$ cat src/rtl/cpu_pkg.sv
// Shared CPU definitions: register-file geometry and the in-flight write tag.
package cpu_pkg;
  localparam int REG_AW = 4;
  localparam int NREGS  = 1 << REG_AW;

  typedef struct packed {
    logic              valid;
    logic [REG_AW-1:0] rd;
  } wtag_t;
endpackage

$ cat src/rtl/inflight_tags.sv
// Shift pipe of pending register writes from decode issue to register-file writeback.
module inflight_tags
  import cpu_pkg::*;
#(
  parameter int INFLIGHT = 3
) (
  input  logic              clk,
  input  logic              rst_n,
  input  wtag_t             tag_in,
  input  logic [REG_AW-1:0] ra,
  input  logic [REG_AW-1:0] rb,
  output logic [NREGS-1:0]  busy_mask,
  output wtag_t             tag_last,
  output logic              match_ra,
  output logic              match_rb
);

  logic              vld_p [INFLIGHT];
  logic [REG_AW-1:0] rd_p  [INFLIGHT];

  // Stage 0 captures the issuing instruction; each later stage is one cycle older.
  always_ff @(posedge clk or negedge rst_n) begin
    if (!rst_n) begin
      for (int i = 0; i < INFLIGHT; i++) vld_p[i] <= 1'b0;
    end else begin
      vld_p[0] <= tag_in.valid;
      for (int i = 1; i < INFLIGHT; i++) vld_p[i] <= vld_p[i-1];
    end
  end

  always_ff @(posedge clk) begin
    rd_p[0] <= tag_in.rd;
    for (int i = 1; i < INFLIGHT; i++) rd_p[i] <= rd_p[i-1];
  end

  // The last stage is still busy: its register write lands at the end of this cycle.
  always_comb begin
    busy_mask = '0;
    for (int i = 0; i < INFLIGHT; i++) begin
      if (vld_p[i]) busy_mask[rd_p[i]] = 1'b1;
    end
  end

  assign match_ra       = busy_mask[ra];
  assign match_rb       = busy_mask[rb];
  assign tag_last.valid = vld_p[INFLIGHT-1];
  assign tag_last.rd    = rd_p[INFLIGHT-1];

endmodule

$ cat src/rtl/hazard_ctrl.sv
// Decode-stage issue controller: RAW stall, taken-branch squash and writeback-order check.
module hazard_ctrl
  import cpu_pkg::*;
#(
  parameter int INFLIGHT     = 3,
  parameter int FLUSH_CYCLES = 2
) (
  input  logic              clk,
  input  logic              rst_n,
  input  logic              id_valid,
  input  logic [REG_AW-1:0] id_ra,
  input  logic [REG_AW-1:0] id_rb,
  input  logic              id_uses_ra,
  input  logic              id_uses_rb,
  input  logic [REG_AW-1:0] id_rd,
  input  logic              id_rwrite,
  input  logic              id_branch_taken,
  input  logic              wb_valid,
  input  logic [REG_AW-1:0] wb_rd,
  output logic              stall,
  output logic              issue,
  output logic              flush,
  output logic [NREGS-1:0]  busy_mask,
  output logic              wb_error
);

  localparam logic [2:0] FLUSH_LD = 3'(FLUSH_CYCLES);

  wtag_t      tag_in;
  wtag_t      tag_last;
  logic       match_ra;
  logic       match_rb;
  logic       hz;
  logic       flushing;
  logic       armed;
  logic       wb_bad;
  logic [2:0] cnt;

  assign tag_in.valid = issue & id_rwrite;
  assign tag_in.rd    = id_rd;

  inflight_tags #(
    .INFLIGHT (INFLIGHT)
  ) u_tags (
    .clk       (clk),
    .rst_n     (rst_n),
    .tag_in    (tag_in),
    .ra        (id_ra),
    .rb        (id_rb),
    .busy_mask (busy_mask),
    .tag_last  (tag_last),
    .match_ra  (match_ra),
    .match_rb  (match_rb)
  );

  // armed drops asynchronously with reset so decode outputs are held low while rst_n is low.
  always_ff @(posedge clk or negedge rst_n) begin
    if (!rst_n) armed <= 1'b0;
    else        armed <= 1'b1;
  end

  assign hz       = id_valid & ((id_uses_ra & match_ra) | (id_uses_rb & match_rb));
  assign flushing = (cnt != 3'd0);
  assign stall    = armed & hz & ~flushing;
  assign issue    = armed & id_valid & ~hz & ~flushing;
  assign flush    = armed & flushing & id_valid;

  always_ff @(posedge clk or negedge rst_n) begin
    if (!rst_n)                       cnt <= 3'd0;
    else if (issue & id_branch_taken) cnt <= FLUSH_LD;
    else if (flushing)                cnt <= cnt - 3'd1;
  end

  // Writeback stage boundary: the oldest tag must meet exactly one matching register write.
  assign wb_bad = (tag_last.valid & (~wb_valid | (wb_rd != tag_last.rd)))
                | (wb_valid & ~tag_last.valid);

  always_ff @(posedge clk or negedge rst_n) begin
    if (!rst_n) wb_error <= 1'b0;
    else        wb_error <= wb_error | wb_bad;
  end

endmodule

$ cat config.mk
export PLATFORM = sky130hd
export DESIGN_NAME = hazard_ctrl
export DESIGN_NICKNAME = d
export VERILOG_FILES = /design/src/rtl/cpu_pkg.sv /design/src/rtl/inflight_tags.sv /design/src/rtl/hazard_ctrl.sv
export SDC_FILE = /design/constraint.sdc
export NUM_CORES = 1
export LEC_CHECK = 0
export CAP_MARGIN = 40
export CELL_PAD_IN_SITES_DETAIL_PLACEMENT = 0
export CELL_PAD_IN_SITES_GLOBAL_PLACEMENT = 1
export CORE_UTILIZATION = 31
export CTS_BUF_LIST = sky130_fd_sc_hd__clkbuf_4 sky130_fd_sc_hd__clkbuf_8 sky130_fd_sc_hd__clkbuf_16
export CTS_CLUSTER_DIAMETER = 50
export DETAILED_ROUTE_END_ITERATION = 12
export PLACE_DENSITY = 0.73
export SLEW_MARGIN = 20
export SYNTH_ARGS = -nofsm -noshare
export SYNTH_HDL_FRONTEND = slang
export SYNTH_HIERARCHICAL = 1
export SYNTH_SLANG_ARGS = --single-unit
$ cat constraint.sdc
create_clock -name clk -period 3.3 [get_ports clk]
set_clock_uncertainty 0.05 [all_clocks]
set_input_delay 0.99 -clock clk [delete_from_list [all_inputs] [get_ports clk]]
set_output_delay 0.99 -clock clk [all_outputs]
set_load 0.01 [all_outputs]
After elaboration in Yosys (flattened, before gate mapping)
Memory sizes are Yosys's and may differ from the RTL's.
Cells that the tools add are included.
- bits in registers: 8
- bits in latches: 0
- memory bits (writable): 12
- memory bits (read-only): 0
- memories: 1
- $add $sub $neg: 1
- multipliers: 0
- div/mod/pow operators: 0
- order comparisons: 8
- equality and inequality tests: 1
- shift operators: 0
- multiplexer cells: 15
- bitwise gates (word level): 24
- reduce and logical (&&, ||, !) cells: 5
- memory list (memory ; depth ; width ; rd ports ; clocked after memory_dff ; write ports ; line ; source):
    u_tags.rd_p ; 3 ; 4 ; 3 ; 0 ; 3 ; inflight_tags.sv:19 ; logic [REG_AW-1:0] rd_p [INFLIGHT];
- operators by type and width (kind ; number):
    16-bit two-way mux ; 3
    16-bit OR ; 2
    4-bit by 5-bit less-than comparator with 1-bit output, second input constant ; 5
    1-bit AND ; 14
    1-bit demux with 4-bit select ; 3
    4-bit by 1-bit greater-or-equal comparator with 1-bit output, second input constant ; 3
    1-bit binary-select mux with 4-bit select ; 2
    3-bit two-way mux ; 2
    1-bit two-way mux ; 5
    4-bit != test ; 1
    1-bit NOT ; 4
    1-bit OR ; 4
    1-bit logical AND ; 3
    3-bit nonzero test ; 1
    3-bit by 1-bit subtractor with 3-bit output, second input constant ; 1
    2-bit nonzero test ; 1

Depth between registers and ports, before layout
- depth after elaboration: 19
- depth in mapped cells: 9
- depth with buffers taken out: 8

Hierarchy
The synthesis kept the hierarchy.
- modules (own cells, without submodules) (module ; instances ; cells each ; area each (µm²) ; sequential area each (µm²)):
    inflight_tags ; 1 ; 161 ; 1252.5 ; 315.3
    hazard_ctrl ; 1 ; 33 ; 307.8 ; 125.1

Worst setup path after synthesis
No wires, ideal clock.
- path type: input -> output
- start: in id_ra[1]
- end: out stall
- arrival: 2.331 ns
- required time: 2.260 ns
- path slack: -0.071 ns
- stages on the path: 7
- path through: clkbuf_1 a21oi_1 a221oi_1 a211oi_1 nor4_1 a22o_1 nor2b_1
- longest elaborated chain between the ends: 7
- RTL lines (element ; line ; source):
    start, declared ; hazard_ctrl.sv:11 ; input logic [REG_AW-1:0] id_ra,
    1-bit binary-select mux with 4-bit select ; inflight_tags.sv:44 ; assign match_ra = busy_mask[ra];
    1-bit two-way mux (not written as such) ; inflight_tags.sv:44 ;
    via match_ra ; hazard_ctrl.sv:31 ; logic match_ra;
    1-bit AND ; hazard_ctrl.sv:62 ; assign hz = id_valid & ((id_uses_ra & match_ra) | (id_uses_rb & match_rb));
    1-bit OR ; hazard_ctrl.sv:62 ;
    1-bit AND ; hazard_ctrl.sv:62 ;
    1-bit AND (2 in a row) ; hazard_ctrl.sv:64 ; assign stall = armed & hz & ~flushing;
    end, declared ; hazard_ctrl.sv:20 ; output logic stall,
The timed path passes the listed nets, and every way through them passes these cells. The select of a mux whose other input is x is not followed.

Final worst setup path
- start: in id_rb[2]
- end: out stall
- longest elaborated chain between the ends: 7
- RTL lines (element ; line ; source):
    start, declared ; hazard_ctrl.sv:12 ; input logic [REG_AW-1:0] id_rb,
    1-bit binary-select mux with 4-bit select ; inflight_tags.sv:45 ; assign match_rb = busy_mask[rb];
    1-bit two-way mux (not written as such) ; inflight_tags.sv:45 ;
    via match_rb ; hazard_ctrl.sv:32 ; logic match_rb;
    1-bit AND ; hazard_ctrl.sv:62 ;
    1-bit OR ; hazard_ctrl.sv:62 ;
    1-bit AND ; hazard_ctrl.sv:62 ;
    1-bit AND (2 in a row) ; hazard_ctrl.sv:64 ;
The timed path passes the listed nets, and every way through them passes these cells. The select of a mux whose other input is x is not followed.

==> results.py <==
metrics = {
    "floorplan": {
        "start_util_pct": 32.6,
        "rows": 25,
        "pin_count": 44,
        "core_area_um2": 4790,
        "die_width_um": 72.9,
        "die_h_um": 72.9,
        "dieArea_um2": 5320,
    },
    "yosys": {
        "synth_top_family_by_area": "compound AO/OA/AOI/OAI gates",
        "synth_common_cells": "nand2_1 (39), a21oi_1 (12), dfxtp_1 (12)",
        "yosysMostFrequentCell": "nand2_1",
        "synth_edf_count": 0,
        "synth_compound_area_share_pct": 30.0,
        "synth-async-reset-ratio_pct": 40.0,
        "synthCells": 194,
        "synth_top_cell_area_share_pct": 15.4,
        "ys_warn_count": 6,
        "synth_xor_area_share_pct": 2.25,
        "netlist_top_cells_area": "dfxtp_1 (15%), dfrtp_1 (13%), nand2_1 (9.4%), a32oi_1 (5.6%), a221oi_1 (4.5%)",
        "synthMuxAreaShare_pct": 1.28,
        "synth_area_leader_cell": "dfxtp_1",
        "synth_fa_ha_area_share_pct": 1.60,
        "syn_area_per_cell_um2": 8.04,
        "synth.distinct_cells": 42,
        "synth_nets": 220,
        "ys_seq_elements": 20,
        "synthSimpleGateAreaFrac_pct": 29.7,
        "seq_area_frac_synth_pct": 28.2,
        "ys.flop_type": "dfxtp_1",
        "syn-cell-area_um2": 1560,
    },
    "placed_design": {
        "place.gp.congestion": 0.898,
        "hpwlAfterDp_um": 4190,
        "numPortBuffers": 43,
        "place_ws_ns": -1.25,
    },
    "job": {
        "cap_violations": 0,
    },
    "drt": {
        "top_layer_used": "met4",
        "vias_per_cell": 5.06,
        "vias": 1903,
        "firstDrtPassIters": 4,
        "wl_met2_um": 2600,
        "ant_nets": 0,
        "met1Wirelength_um": 2430,
        "wire_per_inst_um": 14.4,
        "drt_iter0_markers": 115,
        "wirelength_um": 5400,
        "dr_wl_met3_um": 304,
        "drt_drc_violations_left": 0,
    },
    "finish": {
        "fin_nets": 336,
        "syn2layout_area_growth_pct": 88.9,
        "multi_input_area_um2": 1290,
        "drive_above_1_share_pct": 44.7,
        "num_antenna_cells": 0,
        "post-route-util_pct": 61.6,
        "fillers": 413,
        "seqCellArea_um2": 447,
    },
    "power_and_ir_drop": {
        "switchingPower_uw": 228,
        "seqPwrFrac_pct": 36.7,
        "power_frac_comb_pct": 33.2,
        "clock_power_share_pct": 30.1,
        "leakage_nw": 1.34,
        "powerDensity_nw_per_um2": 273,
        "ir_worst_vdd_v": 0.000301,
        "switching_share_pct": 28.4,
        "p_int_uw": 576,
    },
    "timing": {
        "period_minus_slack_ns": 3.52,
        "timing.final.crit_share_pct": 107,
        "fin_ws_ns": -0.220,
        "drv_slew": 0,
        "fmaxAchievable_ghz": 0.284,
        "grt_setup_unrepaired": "yes",
        "hold_viol": 0,
        "setup_viol": 2,
    },
    "clocking": {
        "cts_root_buf": "clkbuf_8",
        "clk_latency_ns": 0.26,
        "cts_htree_levels": 1,
        "cts_made_buffers": 3,
        "cts.sinks": 20,
        "hold_buffers": 0,
        "cts_tree": "done",
        "cts.path.max_buffers": 2,
        "clkTransAtPathRegs_ns": 0.07,
    },
    "outcome": {
        "violations": "setup timing",
        "status": "finished with violations",
    },
    "worst_setup_path": {
        "cp-end-kind": "output port",
        "path_class": "input port to output port",
        "crit_chain": "dlygate4sd2_1 -> or2_4 -> a311oi_4 -> nor4_4 -> a22o_1 -> nor2b_1 -> buf_2",
        "crit_path_max_fanout": 4,
        "cp.arrival_ns": 2.48,
        "worst_path_largest_cell_delay_ns": 0.32,
        "crit_slowest_cell": "a311oi_4",
        "cp-start-kind": "input port",
        "worst_ep_required_time_ns": 2.26,
    },
    "grt": {
        "grt_first_pass_wirelength_um": 8530,
        "first_global_vias": 1823,
        "grt_use_total_pct": 21.0,
        "grt_max_degree": 13,
        "grt_antenna_before_repair": 0,
        "globalRouteOverflowTotal": 0,
    },
    "min_path": {
        "hold_class": "flop to flop",
    },
}
==> layout make-up <==
type,count,area share (%)
multi-input combinational,154,43.7
clock buffer,3,1.40
tap,67,2.85
timing repair buffer,122,34.8
inverter,9,1.15
sequential,20,15.2
clock inverter,1,1.02
==> layout by cell type, fill, tap and decap left out, drive strengths merged, types with 4 or more instances in the layout <==
cell / Yosys / layout
buf: 9 / 83
nand2: 39 / 39
clkdlybuf4s50: 0 / 33
a21oi: 12 / 12
dfxtp: 12 / 12
a22oi: 10 / 10
a32oi: 10 / 10
inv: 9 / 9
dfrtp: 8 / 8
a221oi: 8 / 8
a21boi: 8 / 8
and3b: 7 / 7
nand3: 6 / 6
nor2: 6 / 6
dlygate4sd2: 0 / 5
nand3b: 4 / 4
nor2b: 4 / 4
a311oi: 4 / 4
==> state kept, by name, indices dropped and copies added (netlist names) <==
register,cells
armed,1
u_tags/vld_p,2
cnt,3
u_tags/tag_last,1
u_tags/rd_p,12
wb_error,1
==> critical path, delay by kind of cell <==
family,cells,cell delay (ns)
buffers and inverters,2,0.43
AOI/OAI and AO/OA,2,0.56
and+or+nand+nor,3,0.49
==> metrics by stage <==
| stage | TNS [ns] | hold WS (ns) | cells | area (um2) | power, mW |
|---|---|---|---|---|---|
| final | -0.416 | 0.346 | 376 | 2950 | 0.804 |
| after global routing | -0.607 | 0.362 | 376 | 2950 | 0.849 |
| after CTS | -0.524 | 0.374 | 376 | 2800 | 0.791 |
| after detailed placement | -2.64 | 0.354 | 372 | 2600 | 0.532 |
| after global placement | -2.35 | 0.354 | 372 | 2600 | 0.524 |
| after floorplan | 0 | 0.321 | 194 | 1560 | 0.421 |
==> path summary, 6_finish.rpt <==
kind,startpoint,end,slack (ns),cells after the start
hold / removal,u_tags/rd_p[0][1],u_tags/rd_p[0][5],0.35,0
setup / recovery,id_rb[2],stall,-0.22,7
hold reg to reg,u_tags/rd_p[0][1],u_tags/rd_p[0][5],0.35,0
min in group asynchronous,rst_n,armed,0.96,1
setup reg to reg,u_tags/rd_p[0][8],cnt[1],0.76,10
max in group asynchronous,rst_n,u_tags/vld_p[1],1.95,1
==> cells by family after synthesis <==
group | count (synthesis)
xor gates and xnor gates | 4
adders and majority gates | 2
muxes | 2
DFF | 20
other | 1
and+or+nand+nor | 85
AOI/OAI and AO/OA | 60
buffers and inverters | 20
==> power groups by stage <==
| stage | clock, mW | combinational, mW | sequential [mW] |
|---|---|---|---|
| global route | 0.255 | 0.295 | 0.299 |
| CTS | 0.249 | 0.247 | 0.295 |
| floorplan | 0 | 0.126 | 0.296 |
| finish | 0.242 | 0.267 | 0.295 |
| detailed placement | 0 | 0.232 | 0.300 |
| global placement | 0 | 0.226 | 0.297 |
==> routing by layer <==
metal,global-route usage [%],up-vias
li1,-,963
met1,27.7,871
met2,35.7,60
met3,3.04,9
met4,5.88,0
met5,0,-
==> timing repair <==
| item | in CTS | in global routing |
|---|---|---|
| gates resized for setup | 56 | 31 |
| pin swaps | 13 | 12 |
| setup endpoints to repair | 2 | 2 |
| gates cloned | 0 | 0 |
| buffers inserted | 0 | 1 |
Power figures use the tool's default switching activity.
